===== config.mk =====
export PLATFORM = sky130hd
export DESIGN_NAME = x_top_arb
export DESIGN_NICKNAME = d
export VERILOG_FILES = /design/src/rtl/x_top_arb.sv
export SDC_FILE = /design/constraint.sdc
export NUM_CORES = 1
export LEC_CHECK = 0
export ABC_AREA = 1
export CORE_AREA = 5 5 109 111
export DETAILED_ROUTE_END_ITERATION = 8
export DIE_AREA = 0 0 114 116
export DONT_BUFFER_PORTS = 1
export GPL_TIMING_DRIVEN = 0
export HOLD_SLACK_MARGIN = 0.06
export PLACE_DENSITY = 0.82
export RECOVER_POWER = 25
export SLEW_MARGIN = 10
export SYNTH_ARGS = -nofsm -noshare
export SYNTH_HDL_FRONTEND = slang
export SYNTH_SLANG_ARGS = --single-unit

===== constraint.sdc =====
create_clock -name i_clk -period 1.7 [get_ports i_clk]
set_input_delay 0.255 -clock i_clk [delete_from_list [all_inputs] [get_ports i_clk]]
set_output_delay 0.255 -clock i_clk [all_outputs]
set_load 0.01 [all_outputs]

===== src/rtl/x_top_arb.sv =====
// Two-requester round-robin arbiter for the x_top memory bus.
// One transaction in flight at a time; all outputs are registered. A watchdog
// aborts a downstream request that is never accepted and reports it as an error.
module x_top_arb #(
  parameter int unsigned p_timeout = 100000
) (
  input  logic        i_clk,
  input  logic        i_rst,
  input  logic [1:0]  i_req_valid,
  input  logic [1:0]  i_req_rnw,
  input  logic [63:0] i_req_addr,
  input  logic [63:0] i_req_data,
  output logic [1:0]  o_req_accept,
  output logic [31:0] o_req_data,
  output logic [1:0]  o_req_err,
  output logic        o_mem_valid,
  output logic        o_mem_rnw,
  output logic [31:0] o_mem_addr,
  output logic [31:0] o_mem_data,
  input  logic        i_mem_accept,
  input  logic [31:0] i_mem_data,
  output logic        o_grant
);

  localparam int unsigned TimerW = (p_timeout == 0) ? 1 : $clog2(p_timeout + 1);
  localparam logic [TimerW-1:0] TimerLast = (p_timeout == 0) ? '0 : TimerW'(p_timeout - 1);
  localparam logic [TimerW-1:0] TimerMax  = '1;
  localparam logic WatchdogOn = (p_timeout != 0);

  typedef enum logic [1:0] {StIdle, StBusy, StResp} state_e;

  state_e            state_q;
  logic              ptr_q;
  logic [TimerW-1:0] timer_q;

  logic        win;
  logic [1:0]  grant_onehot;
  logic [31:0] win_addr;
  logic [31:0] win_data;

  // Winner selection: the pointer only matters when both requesters are valid.
  always_comb begin
    win          = (i_req_valid == 2'b11) ? ptr_q : i_req_valid[1];
    win_addr     = win ? i_req_addr[63:32] : i_req_addr[31:0];
    win_data     = win ? i_req_data[63:32] : i_req_data[31:0];
    grant_onehot = o_grant ? 2'b10 : 2'b01;
  end

  // Arbiter FSM with registered bus and response outputs.
  always_ff @(posedge i_clk) begin
    if (i_rst) begin
      state_q      <= StIdle;
      ptr_q        <= 1'b0;
      timer_q      <= '0;
      o_req_accept <= 2'b00;
      o_req_data   <= '0;
      o_req_err    <= 2'b00;
      o_mem_valid  <= 1'b0;
      o_mem_rnw    <= 1'b0;
      o_mem_addr   <= '0;
      o_mem_data   <= '0;
      o_grant      <= 1'b0;
    end else begin
      unique case (state_q)
        StIdle: begin
          if (|i_req_valid) begin
            o_grant     <= win;
            o_mem_valid <= 1'b1;
            o_mem_rnw   <= i_req_rnw[win];
            o_mem_addr  <= win_addr;
            o_mem_data  <= win_data;
            timer_q     <= '0;
            state_q     <= StBusy;
          end
        end
        StBusy: begin
          // Saturating count so a long wait can never wrap back below the limit.
          if (timer_q != TimerMax) timer_q <= timer_q + 1'b1;
          // Accept takes precedence over a watchdog expiry in the same cycle.
          if (i_mem_accept) begin
            o_mem_valid  <= 1'b0;
            o_req_accept <= grant_onehot;
            o_req_data   <= i_mem_data;
            state_q      <= StResp;
          end else if (WatchdogOn && (timer_q == TimerLast)) begin
            o_mem_valid  <= 1'b0;
            o_req_accept <= grant_onehot;
            o_req_err    <= grant_onehot;
            o_req_data   <= '0;
            state_q      <= StResp;
          end
        end
        StResp: begin
          o_req_accept <= 2'b00;
          o_req_err    <= 2'b00;
          o_req_data   <= '0;
          ptr_q        <= ~o_grant;
          timer_q      <= '0;
          state_q      <= StIdle;
        end
        default: state_q <= StIdle;
      endcase
    end
  end

endmodule


# After elaboration in Yosys (flattened, before gate mapping)

Cells that the tools add are included.
Widths: inputs -> output; s select.

Input bits: 167
Word-level logic and storage cells: 60
Register bits: 123
Output and inout port bits: 103

Muxes and demuxes: 25
Bitwise logic cells: 1
$lt $le $gt $ge: 1
$add $sub $neg: 1
Reductions and logical operators: 11
Equality and inequality tests: 10

Operator list:

| cell                  | number |
|---|---|
| $mux 32               | 4 |
| $pmux 32 s2           | 1 |
| $pmux 17 s3           | 1 |
| $mux 17               | 2 |
| $add 17x1->17 const B | 1 |
| $eq 17x17->1 const B  | 1 |
| $ne 17x17->1 const B  | 1 |
| $mux 2                | 7 |
| $pmux 2 s2            | 3 |
| $reduce_and 3->1      | 3 |
| $ne 2x2->1 const B    | 4 |
| $mux 1                | 6 |
| $reduce_and 2->1      | 3 |
| $eq 2x2->1 const B    | 2 |
| $reduce_bool 2->1     | 2 |
| $ne 3x3->1 const B    | 1 |
| $reduce_bool 3->1     | 1 |
| $eq 2x1->1 const B    | 1 |
| $logic_not 2->1       | 1 |
| $lt 1x2->1 const B    | 1 |
| $pmux 1 s2            | 1 |
| $reduce_or 2->1       | 1 |
| $not 1->1             | 1 |

# Logic depth before layout (Yosys ltp)

Gate-level depths: netlist of run 1.

Word-level depth: 4
Gate-level depth with buffers: 14
Depth with buffers taken out: 14

# Worst setup path before layout of run 1

Ideal clock, no wire load.

Kind: flip-flop to flip-flop
From: register timer_q[0]
To: register timer_q[8]
Required time: 1.587 ns
Arrival time: 1.757 ns
Library setup time: 0.113 ns
Clock period less this slack: 1.870 ns
Cell stages (with the launch flop): 15
Buffers on the path: 0
Setup slack: -0.170 ns
Path through: dfxtp_1 ha_1 nand2_1 nor3_1 nand3b_1 nor4_1 ha_1 a21oi_1 nand2_2 nor2_1 nand2_1 nand2_1 o21ai_0 o21ai_1 inv_1

Longest elaborated chain between the ends: 3
Elaborated cells between the ends (all ways): 6
Classes of those cells: add/sub (1); eq/ne (2); mux (2); reduce/logical (1)

RTL lines:

| item                                            | RTL line | RTL |
|---|---|---|
| start: declaration                              | 34       | `logic [TimerW-1:0] timer_q;` |
| start signal: assignment                        | 78       | `if (timer_q != TimerMax) timer_q <= timer_q + 1'b1;` |
| $add 17x1->17 or $ne 17x17->1 (tied branches)   | 78       |  |
| $mux 17 or $ne 2x2->1 (tied branches)           | --       |  |
| $pmux 17 s3 or $reduce_and 3->1 (tied branches) | --       |  |

Parallel ways exist; a longest one is shown, timed or not. The select of a mux whose other input is x is not followed.
A chain may end at the register's enable or synchronous reset.

# Final worst setup path of run 1

Same ends and word-level chain as after synthesis.

==> results of run 1 <==
==> cell usage in the layout (no fill, tap or decap), drive strengths merged <==
master / instances
nor3: 6
o21ai: 13
a21boi: 1
nand3: 106
nand4: 2
ha: 6
inv: 97
dfxtp: 123
bufinv: 3
or2: 1
o21bai: 2
clkbuf: 46
nor2: 95
o211ai: 65
clkinvlp: 3
dlygate4sd3: 167
nand3b: 3
o211a: 1
buf: 50
a211oi: 3
clkinv: 8
nand2: 239
a21oi: 15
diode: 3
nor4: 1
==> synthesized netlist by cell type (2+ instances only) <==
library cell and n:
sky130_fd_sc_hd__a211oi_1 3, sky130_fd_sc_hd__a21oi_1 15, sky130_fd_sc_hd__buf_1 3, sky130_fd_sc_hd__buf_2 25
sky130_fd_sc_hd__buf_4 2, sky130_fd_sc_hd__buf_6 2, sky130_fd_sc_hd__clkbuf_1 20, sky130_fd_sc_hd__dfxtp_1 123
sky130_fd_sc_hd__ha_1 6, sky130_fd_sc_hd__inv_1 94, sky130_fd_sc_hd__inv_2 2, sky130_fd_sc_hd__nand2_1 236
sky130_fd_sc_hd__nand2_2 2, sky130_fd_sc_hd__nand3_1 104, sky130_fd_sc_hd__nand3b_1 3, sky130_fd_sc_hd__nand4_1 2
sky130_fd_sc_hd__nor2_1 73, sky130_fd_sc_hd__nor2_2 22, sky130_fd_sc_hd__nor3_1 6, sky130_fd_sc_hd__o211ai_1 65
sky130_fd_sc_hd__o21ai_0 8, sky130_fd_sc_hd__o21ai_1 5, sky130_fd_sc_hd__o21bai_1 2
==> final timing paths <==
| path | from | endpoint | slack (ns) |
|---|---|---|---|
| hold / removal | i_req_valid[0] | state_q[1] | 0.18 |
| setup reg to reg | timer_q[0] | timer_q[8] | -0.32 |
| hold reg to reg | timer_q[7] | timer_q[7] | 0.47 |
| setup / recovery | timer_q[0] | timer_q[8] | -0.32 |
==> logic make-up after synthesis <==
family	synth area share [%]
buffers and inverters	10.95
adders and majority gates	1.296
AOI/OAI and AO/OA	11.80
DFF	42.51
and+or+nand+nor	33.44
==> state kept, by name (all words and copies together), names as in the netlist, 2 cells and up <==
register and flops:
o_req_accept 2, state_q 2, o_req_data 32, timer_q 17, o_mem_addr 32, o_mem_data 32
o_req_err 2
==> area by class of cell <==
class,count,area share (%)
clock inverters,13,1.876
diodes,3,0.08277
plain buffers,51,3.794
flip-flops and latches,123,27.33
clock buffers,19,4.759
inverters,98,4.304
well taps,140,1.931
multi-input cells,559,34.03
repair buffers,193,21.89
==> worst register-to-register path, delay by kind of cell, from the launching register on <==
| kind | cells | cell delay [ns] |
|---|---|---|
| AO/OA/AOI/OAI | 3 | 0.34 |
| buffers and inverters | 1 | 0.05 |
| AND/OR/NAND/NOR | 8 | 0.82 |
| flip-flops | 1 | 0.35 |
| adder cells (fa/ha/maj) | 2 | 0.36 |
==> timing repair <==
item / 4_1_cts / 5_1_grt
pin swaps: 11 / 18
gates resized for setup: 43 / 110
buffers inserted: 5 / 16
hold buffers: 167 / 0
gates cloned: 0 / 6
hold endpoints to repair: 103 / 0
endpoints found under the setup margin: 115 / 117
==> stage by stage <==
| step | TNS [ns] | power (mW) | utilization [%] | instance area, µm² |
|---|---|---|---|---|
| 3_5_place_dp | -28.98 | 5.604 | 56.39 | 6032 |
| 6_report | -9.512 | 10.46 | 84.78 | 9070 |
| 2_1_floorplan | -0.5464 | 5.137 | - | 5857 |
| 5_1_grt | -14.45 | 10.81 | 84.71 | 9062 |
| 4_1_cts | -2.457 | 9.608 | 79.19 | 8472 |
| 3_3_place_gp | -25.18 | 5.554 | 56.39 | 6032 |
==> routing by layer <==
| layer | part of all wire, % | up-vias |
|---|---|---|
| met5 | 0 | - |
| met4 | 8.1 | 0 |
| met3 | 12 | 229 |
| met2 | 47 | 719 |
| met1 | 32 | 3363 |
| li1 | - | 3116 |
==> power groups by stage <==
stage	sequential (mW)	combinational, mW	clock [mW]
final	4.00	2.77	3.68
after global routing	4.01	2.97	3.83
after CTS	3.89	2.06	3.66
after detailed placement	3.94	1.67	0
after global placement	3.94	1.62	0
after floorplan	3.79	1.35	0
==> PnR_summary.wiki, run 1 <==
{| class="wikitable"
! Metric !! Value
|-
| PD cells || 1153 nW/µm²
|-
| Clock latency of the later-clocked register in the worst-skew pair || 0.53 ns
|-
| Share of synthesized area occupied by flip-flops and latches || between 40% and 50%
|-
| Finish-stage setup viols || 54
|-
| Dpl hpwl || around 13 mm
|-
| Fraction of synthesized cell area taken by the top area cell type || 42.51%
|-
| Most used flip-flop cell after synthesis || sky130_fd_sc_hd__dfxtp_1
|-
| Netlist Area Pre-Place || 5792 µm²
|-
| Post-synthesis cell type count || 32
|-
| CTS root buffer || sky130_fd_sc_hd__clkbuf_8
|-
| Drt first-iter violations || 795
|-
| Switching fraction of total power || 34.54%
|-
| Worst Clk Skew || 0.01309 ns
|-
| Total global routing track utilization || 36.10%
|-
| Synth area leaders || sky130_fd_sc_hd__dfxtp_1 43%, sky130_fd_sc_hd__nand2_1 15%, sky130_fd_sc_hd__nand3_1 9.0%
|-
| CP Launch Type || flop
|-
| Port-buffer cells || 0
|-
| Cell Chain, Critical Path || ha_4, nand2_4, nor3_2, nand3b_1, nor4_2, ha_2, a21oi_4, nand2_4, nor2_4, nand2_2, nand2_2, o21ai_1, o21ai_1, inv_1
|-
| IO Pins || 270
|-
| Pre-CTS setup slack || -0.3932 ns
|-
| Number of max-capacitance violations reported || 0
|-
| Layout fillers || 490
|-
| Top fanout value on the critical path || 7
|-
| CP Data Required Time || 2.11 ns
|-
| Critical Path Slowest Stage Cell || sky130_fd_sc_hd__dfxtp_4
|-
| Worst R2R Path Depth || 14
|-
| CTS Buffer Depth || 2
|-
| Violations in the final reports || negative setup slack
|-
| Routing usage on met1 || 38.30%
|-
| X dimension of the die || 114 µm
|-
| GRT Residual Overflow || 0
|-
| Count of synthesis-stage warnings from yosys || 0
|-
| Total area of sequential cells || 2479 µm²
|-
| Setup repair after global routing missed its margin || yes
|-
| GRT met2 Usage || 59.09%
|-
| Internal Dissipation || 6.844 mW
|-
| CTS tree || built
|-
| Path class of the lowest-slack min-delay path || primary input to flop
|-
| Combinational share of power || 26.5%
|-
| Clk pin slew, worst setup/hold paths || 0.06 ns
|-
| DRT antenna net count || 0
|-
| Total clock sinks || 123
|-
| Final hold slack || 0.1847 ns
|-
| Floorplan row count || 38
|-
| Classification of the worst setup path || flop to flop
|-
| Clock buffer count from CTS || 17
|-
| Fraction of final layout cells sized beyond drive strength 1 || 19.13%
|-
| Final GP Congestion || 0.8710
|-
| Total core area || 10700 µm²
|-
| Worst hold path stage count || 5
|-
| Number of enable flip-flop cells after synthesis || 0
|-
| Worst voltage drop across the vdd grid || 0.0006863 V
|-
| Total wire length || 26.54 mm
|-
| Power dissipated by switching net loads || between 3 and 4 mW
|-
| Vias/cell || around 6.2
|-
| Wire length of the first global-routing pass || approximately 38 mm
|-
| Count of buffer and inverter cells on the critical path || 1
|-
| Run status || complete, but fails checks
|-
| Met3 layer usage reported by global route || 12.74%
|-
| Final Cycle Share || 119.1%
|-
| Maximum clock frequency || 493.8 MHz
|-
| Worst setup margin || -0.3250 ns
|-
| Post-Synthesis Cells || 832
|-
| Starting Density || 54.14%
|-
| Asr flop ratio synth || 0%
|-
| Least-Margin Pin Slew || just under 0.7 ns
|-
| Die footprint || 13220 µm²
|-
| Number of pins with negative max-slew slack in the final report || 0
|-
| Area of combinational cells with multiple inputs || 3087 µm²
|-
| Via Count || ~7400
|-
| H-tree levels || 4
|-
| Wire per inst || approximately 22 µm
|-
| Highest cell delay on the worst timing path || 0.35 ns
|-
| Largest net degree at the start of global routing || 17
|-
| Placed Cells || around 1000
|-
| Sequential share of power || 38.2%
|-
| Final Hold Fails || 0
|-
| Die height || 116 µm
|-
| Critical Path Sink Type || flop
|-
| Fin cells || 1199
|-
| Count of nets after finishing || 1216
|-
| Antenna violations before repair || 0
|-
| Post-synth net total || 1005
|-
| Clock network power share || 35.2%
|-
| Total stage count of the critical path || 14
|-
| CP top delay family || simple AND/OR/NAND/NOR gates
|-
| Most area-hungry cell type in the Yosys netlist || sky130_fd_sc_hd__dfxtp_1
|-
| Routing layer with the top usage in global route || met2
|-
| Min Clock Period, post-route || 2.025 ns
|-
| Layout Area Growth over Synthesis || 56.60%
|-
| Length of the first detailed-routing pass in iterations || 7
|-
| Worst Path Arrival || 2.43 ns
|-
| Worst slew margin || 55.01%
|-
| Yosys reg bits || 123
|-
| Number of design rule violations left after detail routing || 0
|-
| Leakage power of the design || ~4.2 nW
|-
| Vias in the first global route || about 7500
|-
| Average instance area after synthesis || 6.961 µm²
|}
Note: power is estimated with default switching activity, not from simulation.
==> run 2: changes to the inputs <==
--- a/config.mk
+++ b/config.mk
@@ -6,14 +6,15 @@
 export NUM_CORES = 1
 export LEC_CHECK = 0
 export ABC_AREA = 1
-export CORE_AREA = 5 5 109 111
+export CORE_AREA = 4 4 108 110
 export DETAILED_ROUTE_END_ITERATION = 8
-export DIE_AREA = 0 0 114 116
+export DIE_AREA = 0 0 112 114
 export DONT_BUFFER_PORTS = 1
 export GPL_TIMING_DRIVEN = 0
 export HOLD_SLACK_MARGIN = 0.06
 export PLACE_DENSITY = 0.82
 export RECOVER_POWER = 25
+export SETUP_SLACK_MARGIN = 0.3
 export SLEW_MARGIN = 10
 export SYNTH_ARGS = -nofsm -noshare
 export SYNTH_HDL_FRONTEND = slang
==> run 2 against run 1 <==
The run still ends with negative setup slack left. Non-clock buffer count up 10. Clock power grew 2%. Clock-buffer cell count is the same. Register-to-register slack gained 0.05 ns. Largest power group unchanged.
==> PnR_summary.wiki, run 2 (same netlist as run 1, synthesis figures left out) <==
{| class="wikitable"
! Metric !! Value
|-
| Run status || complete, but fails checks
|-
| Violations in the final reports || negative setup slack
|-
| Fraction of final layout cells sized beyond drive strength 1 || 21.13%
|-
| IO Pins || 270
|-
| Metal1 wirelength || between 8 and 9 mm
|-
| Total met3 wirelength after detailed routing || 3.282 mm
|-
| Worst hold path stage count || 3
|-
| Final GP Congestion || approximately 0.88
|-
| Path class of the lowest-slack min-delay path || primary input to flop
|-
| Vias/cell || 6.364
|-
| GRT Residual Overflow || 0
|-
| H-tree levels || 4
|-
| Count of nets after finishing || roughly 1200
|-
| Largest net degree at the start of global routing || 17
|-
| Starting Density || 54.14%
|-
| Total wire length || 28.90 mm
|-
| PD cells || 1170 nW/µm²
|-
| Via Count || 7669
|-
| Critical Path Slowest Stage Cell || sky130_fd_sc_hd__dfxtp_4
|-
| Maximum clock frequency || slightly above 500 MHz
|-
| Worst Min Path Start || i_rst
|-
| Final Cycle Share || 116.1%
|-
| Wire per inst || 23.99 µm
|-
| Least-Margin Pin Slew || 0.8186 ns
|-
| Number of design rule violations left after detail routing || 0
|-
| CTS tree || built
|-
| Critical Path Sink Type || flop
|-
| Worst Path Arrival || around 2.4 ns
|-
| Clk pin slew, worst setup/hold paths || 0.06 ns
|-
| Classification of the worst setup path || flop to flop
|-
| Highest layer used for signal routing || met4
|-
| Final hold slack || 0.1066 ns
|-
| Setup repair after global routing missed its margin || yes
|-
| Total global routing track utilization || about two fifths
|-
| Drt first-iter violations || 865
|-
| Number of max-capacitance violations reported || 0
|-
| Die height || roughly 110 µm
|-
| Layout Area Growth over Synthesis || 62.52%
|-
| Amount of wire on met2 after detailed routing || around 14 mm
|-
| CP Data Required Time || 2.10 ns
|-
| Min Clock Period, post-route || about 2 ns
|-
| Length of the first detailed-routing pass in iterations || 6
|-
| Post-Place Cell Area || 6167 µm²
|-
| Setup slack on the worst flop-to-flop path || -0.27 ns
|-
| Layout fillers || 450
|-
| Wire length of the first global-routing pass || 39.87 mm
|-
| Clock buffer count from CTS || 17
|-
| Terminating pin of the worst hold path || timer_q[5]
|-
| Port-buffer cells || 0
|-
| Total core area || 10700 µm²
|-
| Post-route cell area || 9413 µm²
|-
| Floorplan row count || 38
|-
| Vias in the first global route || about 7600
|-
| Clock latency of the later-clocked register in the worst-skew pair || 0.53 ns
|-
| Top fanout value on the critical path || 6
|-
| CP Launch Type || flop
|-
| Worst flop-to-flop path endpoint || timer_q[15]
|-
| Top library cells by usage in the layout, fill and taps aside || 222 x sky130_fd_sc_hd__nand2_1, 165 x sky130_fd_sc_hd__dlygate4sd3_1, 118 x sky130_fd_sc_hd__dfxtp_1
|-
| Worst R2R Path Depth || 12
|-
| Antenna violations before repair || 0
|-
| Leakage power of the design || roughly 4.4 nW
|-
| DRT antenna net count || 0
|-
| Worst setup margin || -0.2739 ns
|-
| Die footprint || 12770 µm²
|-
| Worst Clk Skew || 0.01852 ns
|-
| Worst slew margin || 45.43%
|-
| Dpl hpwl || 11.99 mm
|-
| Most common library cell in the layout ignoring fill and taps || sky130_fd_sc_hd__nand2_1
|-
| Cell Chain, Critical Path || ha_4, nand2_4, nor3_4, nand3b_1, nor4_2, ha_2, a21oi_2, nand2_4, nor2_4, nand4_1, nor2_1, nor2_1
|-
| Total clock sinks || 123
|-
| Highest cell delay on the worst timing path || 0.35 ns
|-
| Count of inserted antenna diode cells || 0
|-
| CTS Buffer Depth || 2
|-
| X dimension of the die || 112 µm
|-
| Finish-stage setup viols || 53
|-
| Final Hold Fails || 0
|-
| Worst r2r src || timer_q[0]
|-
| Number of pins with negative max-slew slack in the final report || 0
|-
| Largest registers || o_mem_addr x32, o_mem_data x32, o_req_data x32
|-
| CTS root buffer || sky130_fd_sc_hd__clkbuf_8
|-
| Worst voltage drop across the vdd grid || 0.0007647 V
|}
## run 2: per-stage QoR
step | instances | util, % | power [mW] | TNS, ns | worst slack [ns]
floorplan | 832 | - | 5.279 | -0.4725 | -0.07346
global placement | 972 | 57.65 | 5.701 | -3.837 | -0.2904
detailed placement | 972 | 57.65 | 5.739 | -3.728 | -0.2844
CTS | 1197 | 84.60 | 10.19 | -2.878 | -0.2142
global route | 1205 | 87.99 | 11.33 | -12.41 | -0.3938
finish | 1205 | 87.99 | 11.01 | -7.122 | -0.2739
## run 2: worst max path at each step
stage,cells after the start,endpoint,from,slack (ns)
2_1_floorplan,14,timer_q[11],timer_q[0],-0.07
3_3_place_gp,14,timer_q[8],timer_q[0],-0.29
3_5_place_dp,14,timer_q[8],timer_q[0],-0.28
4_1_cts,14,timer_q[8],timer_q[0],-0.21
5_1_grt,14,timer_q[8],timer_q[0],-0.39
6_report,12,timer_q[15],timer_q[0],-0.27
## run 2: final cells by class
type,instances,area (µm²),area share (%)
inverters,98,395.4,4.200
clock buffers,19,431.7,4.586
flip-flops and latches,123,2476,26.31
multi-input cells,558,3129,33.24
clock inverters,13,168.9,1.794
plain buffers,52,504.2,5.357
well taps,140,175.2,1.861
repair buffers,202,2132,22.65
## run 2: repair_timing
action                     CTS  global route
hold buffers               165             0
buffers inserted            20             8
pin swaps                   33            18
setup endpoints to repair  119           121
gates cloned                 8             1
gates resized for setup     89            81
hold endpoints to repair   103             0
## run 2: layer usage
metal  track usage, %  up-vias
met4            27.88        0
met2            68.86      768
met5                0        -
met3            10.98      289
li1                 -     3123
met1            41.00     3489
## run 2: worst max-delay path: cells and delay by family (launching register included)
kind,cells,cell delay [ns]
AO/OA/AOI/OAI,1,0.17
adder cells (fa/ha/maj),2,0.36
flip-flops,1,0.35
AND/OR/NAND/NOR,9,0.98
## run 2: where the power goes
group / internal [mW] / total, mW / switching [mW]
clock network: 2.28 / 3.75 / 1.46
registers: 3.32 / 4.01 / 0.687
logic: 1.52 / 3.25 / 1.74
total: 7.13 / 11.0 / 3.89
